==> config.mk <==
export PLATFORM = sky130hd
export DESIGN_NAME = ramfifo_single_slow
export DESIGN_NICKNAME = d
export VERILOG_FILES = /design/src/rtl/ramfifo_single_slow.sv
export SDC_FILE = /design/constraint.sdc
export NUM_CORES = 1
export LEC_CHECK = 0
export CAP_MARGIN = 20
export CORE_ASPECT_RATIO = 1.1
export CORE_MARGIN = 1
export CORE_UTILIZATION = 40
export CTS_CLUSTER_SIZE = 25
export DETAILED_ROUTE_END_ITERATION = 8
export GPL_TIMING_DRIVEN = 0
export HOLD_SLACK_MARGIN = 0.08
export PLACE_DENSITY = 0.58
export SYNTH_ARGS = -nofsm -noshare
export SYNTH_HDL_FRONTEND = slang
export SYNTH_SLANG_ARGS = --single-unit
==> constraint.sdc <==
create_clock -name clock -period 5.05 [get_ports clock]
set_input_delay 1.515 -clock clock [delete_from_list [all_inputs] [get_ports clock]]
set_output_delay 1.515 -clock clock [all_outputs]
set_load 0.05 [all_outputs]
==> src/rtl/ramfifo_single_slow.sv <==
// Single-clock RAM-backed FIFO with a registered head word. A popped word
// leaves a one-cycle has_data bubble before the next word is fetched.
module ramfifo_single_slow #(
  parameter int WIDTH   = 16,
  parameter int LOG_DEP = 3
) (
  input  logic             clock,
  input  logic             reset,
  input  logic [WIDTH-1:0] data_in,
  input  logic             write,
  input  logic             read,
  output logic [WIDTH-1:0] data_out,
  output logic             full,
  output logic             empty,
  output logic             has_data
);

  localparam int DEPTH = 1 << LOG_DEP;

  localparam logic [LOG_DEP-1:0] PTR_ONE    = {{(LOG_DEP-1){1'b0}}, 1'b1};
  localparam logic [LOG_DEP:0]   CNT_ONE    = {{LOG_DEP{1'b0}}, 1'b1};
  localparam logic [LOG_DEP:0]   CNT_ZERO   = '0;
  localparam logic [LOG_DEP:0]   FULL_COUNT = {1'b1, {LOG_DEP{1'b0}}};

  logic [WIDTH-1:0]   mem [DEPTH];

  logic [LOG_DEP-1:0] wr_ptr_q,   wr_ptr_d;
  logic [LOG_DEP-1:0] rd_ptr_q,   rd_ptr_d;
  logic [LOG_DEP:0]   count_q,    count_d;
  logic               has_data_q, has_data_d;
  logic [WIDTH-1:0]   data_out_q, data_out_d;
  logic               full_q,     full_d;
  logic               empty_q,    empty_d;

  logic wr_acc;
  logic rd_acc;

  assign wr_acc = write && !full_q;
  assign rd_acc = read && has_data_q;

  always_comb begin
    wr_ptr_d   = wr_ptr_q;
    rd_ptr_d   = rd_ptr_q;
    count_d    = count_q;
    has_data_d = has_data_q;
    data_out_d = data_out_q;

    if (wr_acc) wr_ptr_d = wr_ptr_q + PTR_ONE;
    if (rd_acc) rd_ptr_d = rd_ptr_q + PTR_ONE;

    if (wr_acc && !rd_acc)      count_d = count_q + CNT_ONE;
    else if (!wr_acc && rd_acc) count_d = count_q - CNT_ONE;

    // Fetch uses the registered count, so a word written this edge is not
    // visible until the next edge (no write-to-output bypass).
    if (rd_acc) begin
      has_data_d = 1'b0;
    end else if (!has_data_q && count_q != CNT_ZERO) begin
      has_data_d = 1'b1;
      data_out_d = mem[rd_ptr_q];
    end

    full_d  = (count_d == FULL_COUNT);
    empty_d = (count_d == CNT_ZERO);
  end

  // NOTE: the storage array has no reset; stale contents are unreachable
  // because the pointers and count are cleared.
  always_ff @(posedge clock) begin
    if (wr_acc) mem[wr_ptr_q] <= data_in;
  end

  always_ff @(posedge clock) begin
    if (reset) begin
      wr_ptr_q   <= '0;
      rd_ptr_q   <= '0;
      count_q    <= '0;
      has_data_q <= 1'b0;
      data_out_q <= '0;
      full_q     <= 1'b0;
      empty_q    <= 1'b1;
    end else begin
      wr_ptr_q   <= wr_ptr_d;
      rd_ptr_q   <= rd_ptr_d;
      count_q    <= count_d;
      has_data_q <= has_data_d;
      data_out_q <= data_out_d;
      full_q     <= full_d;
      empty_q    <= empty_d;
    end
  end

  assign data_out = data_out_q;
  assign has_data = has_data_q;
  assign full     = full_q;
  assign empty    = empty_q;

endmodule

==> out/qor.csv <==
stage,metric,value,unit
floorplan,initial_core_util,41.5,%
min_path,worst_hold_path_type,reg2reg,
logic_synthesis,synthTopCellsByCount,"edfxtp_1, mux4_2, dfxtp_1",
sta,finalSetupTns,0,ps
floorplan,fp.dieW,119,um
sta,max_freq,0.298,GHz
sta,clock-skew-final,7.37,ps
status,outcome,completed,
floorplan,die_h,131,um
global_route,gr-total-overflow,0,
sta,slew_viol_final,0,
power_and_ir_drop,ir_worst_vdd,0.245,mV
detailed_routing,wl_per_cell,20.4,um
power_and_ir_drop,powerDensity,486,nW/um2
sta,hold_viol_final,0,
logic_synthesis,synth.avg_cell_area,18.5,um2
worst_setup_path,critPathCaptureType,flop,
global_route,antenna_found_initial,0,
clocking,ctsResizeCount,0,
detailed_routing,firstDrtPassIters,5,
detailed_routing,ant_nets,0,
worst_setup_path,max_stage_delay,730,ps
power_and_ir_drop,p_total,3.62,mW
worst_setup_path,path_cells,"clkdlybuf4s50_1, or2b_4, nor4_2, buf_6, buf_4",
power_and_ir_drop,p_clk_share,36.0,%
clocking,cts_root_buffer,clkbuf_16,
sta,relSlewSlack,36.0,%
global_route,grt_pass1_vias,3243,
logic_synthesis,yosysTopAreaCell,edfxtp_1,
logic_synthesis,ys_top_cells_by_area,"edfxtp_1, mux4_2, dfxtp_1, mux2i_1, a21oi_1",
floorplan,dieArea,15600,um2
logic_synthesis,synth_most_common_cell,edfxtp_1,
worst_setup_path,slowest_stage,nor4_2,
logic_synthesis,yosysTopAreaCellShare,63.6,%
power_and_ir_drop,p_sw_share,28.1,%
logic_synthesis,syn_inst,326,
layout,area_delta_synth_final,23.4,%
sta,setup_viol,0,
power_and_ir_drop,seq_power_share,42.9,%
clocking,cts_buffers,17,
detailed_routing,dr_total_vias,3161,
run,maxCapViolCount,0,
worst_setup_path,critical_path_required,5170,ps
floorplan,core,14600,um2
clocking,clock_latency,420,ps
logic_synthesis,synth_cell_types,38,
clocking,h-tree-depth,4,
global_route,gr-usage-all-layers,17.3,%
detailed_routing,post_drt_via_cell_ratio,5.27,
logic_synthesis,ys.flop_type,edfxtp_1,
global_route,grt_pass1_wl,19000,um
clocking,clkTransAtPathRegs,60,ps
power_and_ir_drop,combPwrFrac,21.0,%
layout,layout.nets,419,
layout,diodes,0,
global_route,grt_start_max_net_pins,17,
power_and_ir_drop,intPower,2.61,mW
placement,dp_hpwl,8060,um
clocking,cts_tree,done,
logic_synthesis,synth_warnings,0,
logic_synthesis,synth_edf_count,128,
logic_synthesis,syn_area,6040,um2
sta,rsz0062_at_grt,false,
clocking,clockBufferDepth,2,
power_and_ir_drop,p_switching,1.02,mW
placement,portBuffers,38,
sta,fin_crit,3360,ps
worst_setup_path,crit_fanout,7,
clocking,post_cts_buffers,0,
logic_synthesis,syn_nets,350,
sta,fin_crit_sh,66.6,%
worst_setup_path,startpoint_type,input pin,
worst_setup_path,critPathKind,in2reg,
layout,layout-drive-gt1-share,23.3,%
floorplan,num_rows,46,
power_and_ir_drop,p_leak,2.42,nW
logic_synthesis,async_reset_ff_share,0,%
detailed_routing,drt_iter0_drc,173,
placement,gp_congestion,0.766,
clocking,ctsHoldBuffers,0,
logic_synthesis,yosysSeqAreaShare,73.2,%
detailed_routing,wl,12300,um
sta,worstMarginPinSlew,952,ps
clocking,clock-sinks,157,
logic_synthesis,ys_ff_latch,157,
detailed_routing,post-route-drc-count,0,
worst_setup_path,cp_data_arrival_time,3480,ps
floorplan,pin_count,39,
stage by stage:
step | setup WS (ps) | area, um2 | cells | utilization, % | hold slack [ps]
3_3_place_gp | -1110 | 6670 | 556 | 45.8 | 515
3_5_place_dp | 1220 | 6850 | 568 | 47.1 | 531
6_report | 1690 | 7460 | 600 | 51.2 | 537
2_1_floorplan | 1230 | 6040 | 326 | - | 498
4_1_cts | 1660 | 7460 | 600 | 51.2 | 543
5_1_grt | 1590 | 7460 | 600 | 51.2 | 576
critical path, delay by kind of cell:
kind	cells	cell delay, ps
AND/OR/NAND/NOR	2	1060
buffers and inverters	3	890
power groups by stage:
| stage | sequential [mW] | clock, mW | combinational, mW |
|---|---|---|---|
| detailed placement | 1.58 | 0 | 0.770 |
| finish | 1.56 | 1.31 | 0.762 |
| CTS | 1.56 | 1.33 | 0.772 |
| floorplan | 1.77 | 0 | 0.309 |
| global route | 1.57 | 1.38 | 0.817 |
| global placement | 1.58 | 0 | 0.749 |
metal layers:
layer	track usage [%]	vias to the layer above	wire length, um
met4	8.41	0	261
met2	27.9	91	6040
met1	22.3	1619	5460
met5	0	-	0
li1	-	1430	-
met3	3.82	21	498
worst paths after layout:
check	startpoint	end	slack (ps)	cells after the start
hold / removal	data_out[3]$_SDFFE_PP0P_	data_out[3]$_SDFFE_PP0P_	540	2
hold reg to reg	data_out[3]$_SDFFE_PP0P_	data_out[3]$_SDFFE_PP0P_	540	2
setup / recovery	write	mem[0][15]$_DFFE_PP_	1690	5
setup reg to reg	full$_SDFF_PP0_	mem[0][15]$_DFFE_PP_	2940	4
placed cells by master, fill, tap and decap left out, drive strengths merged, types with 7 or more instances in the layout:
cell type,instances
a21oi,21
buf,24
clkbuf,24
clkdlybuf4s50,38
clkinv,9
dfxtp,29
edfxtp,128
mux2i,16
mux4,32
nand2,13
nor2,11
nor3,7
o21ai,17
flip-flops by register name, summed over array words and instances (netlist names):
signal	flops
wr_ptr_q	3
count_q	4
data_out	16
full	1
mem	128
rd_ptr_q	3
empty	1
has_data	1
layout make-up:
class	count	area, um2
Multi-Input combinational cell	147	1510
Fill cell	1184	7100
Tap cell	192	240
Timing Repair Buffer	50	536
Clock inverter	14	175
Buffer	18	134
Inverter	4	15.0
Sequential cell	157	4420
Clock buffer	18	429
kinds of logic after synthesis:
family          count (synthesis)  share of synthesized area (%)
buf+inv                        22                           2.46
mux                            48                           14.7
fa+ha+maj                       4                          0.828
compound gates                 44                           4.06
xor+xnor                        7                           1.01
flops                         157                           73.2
simple gates                   44                           3.75
(Power assumes the default switching activity.)
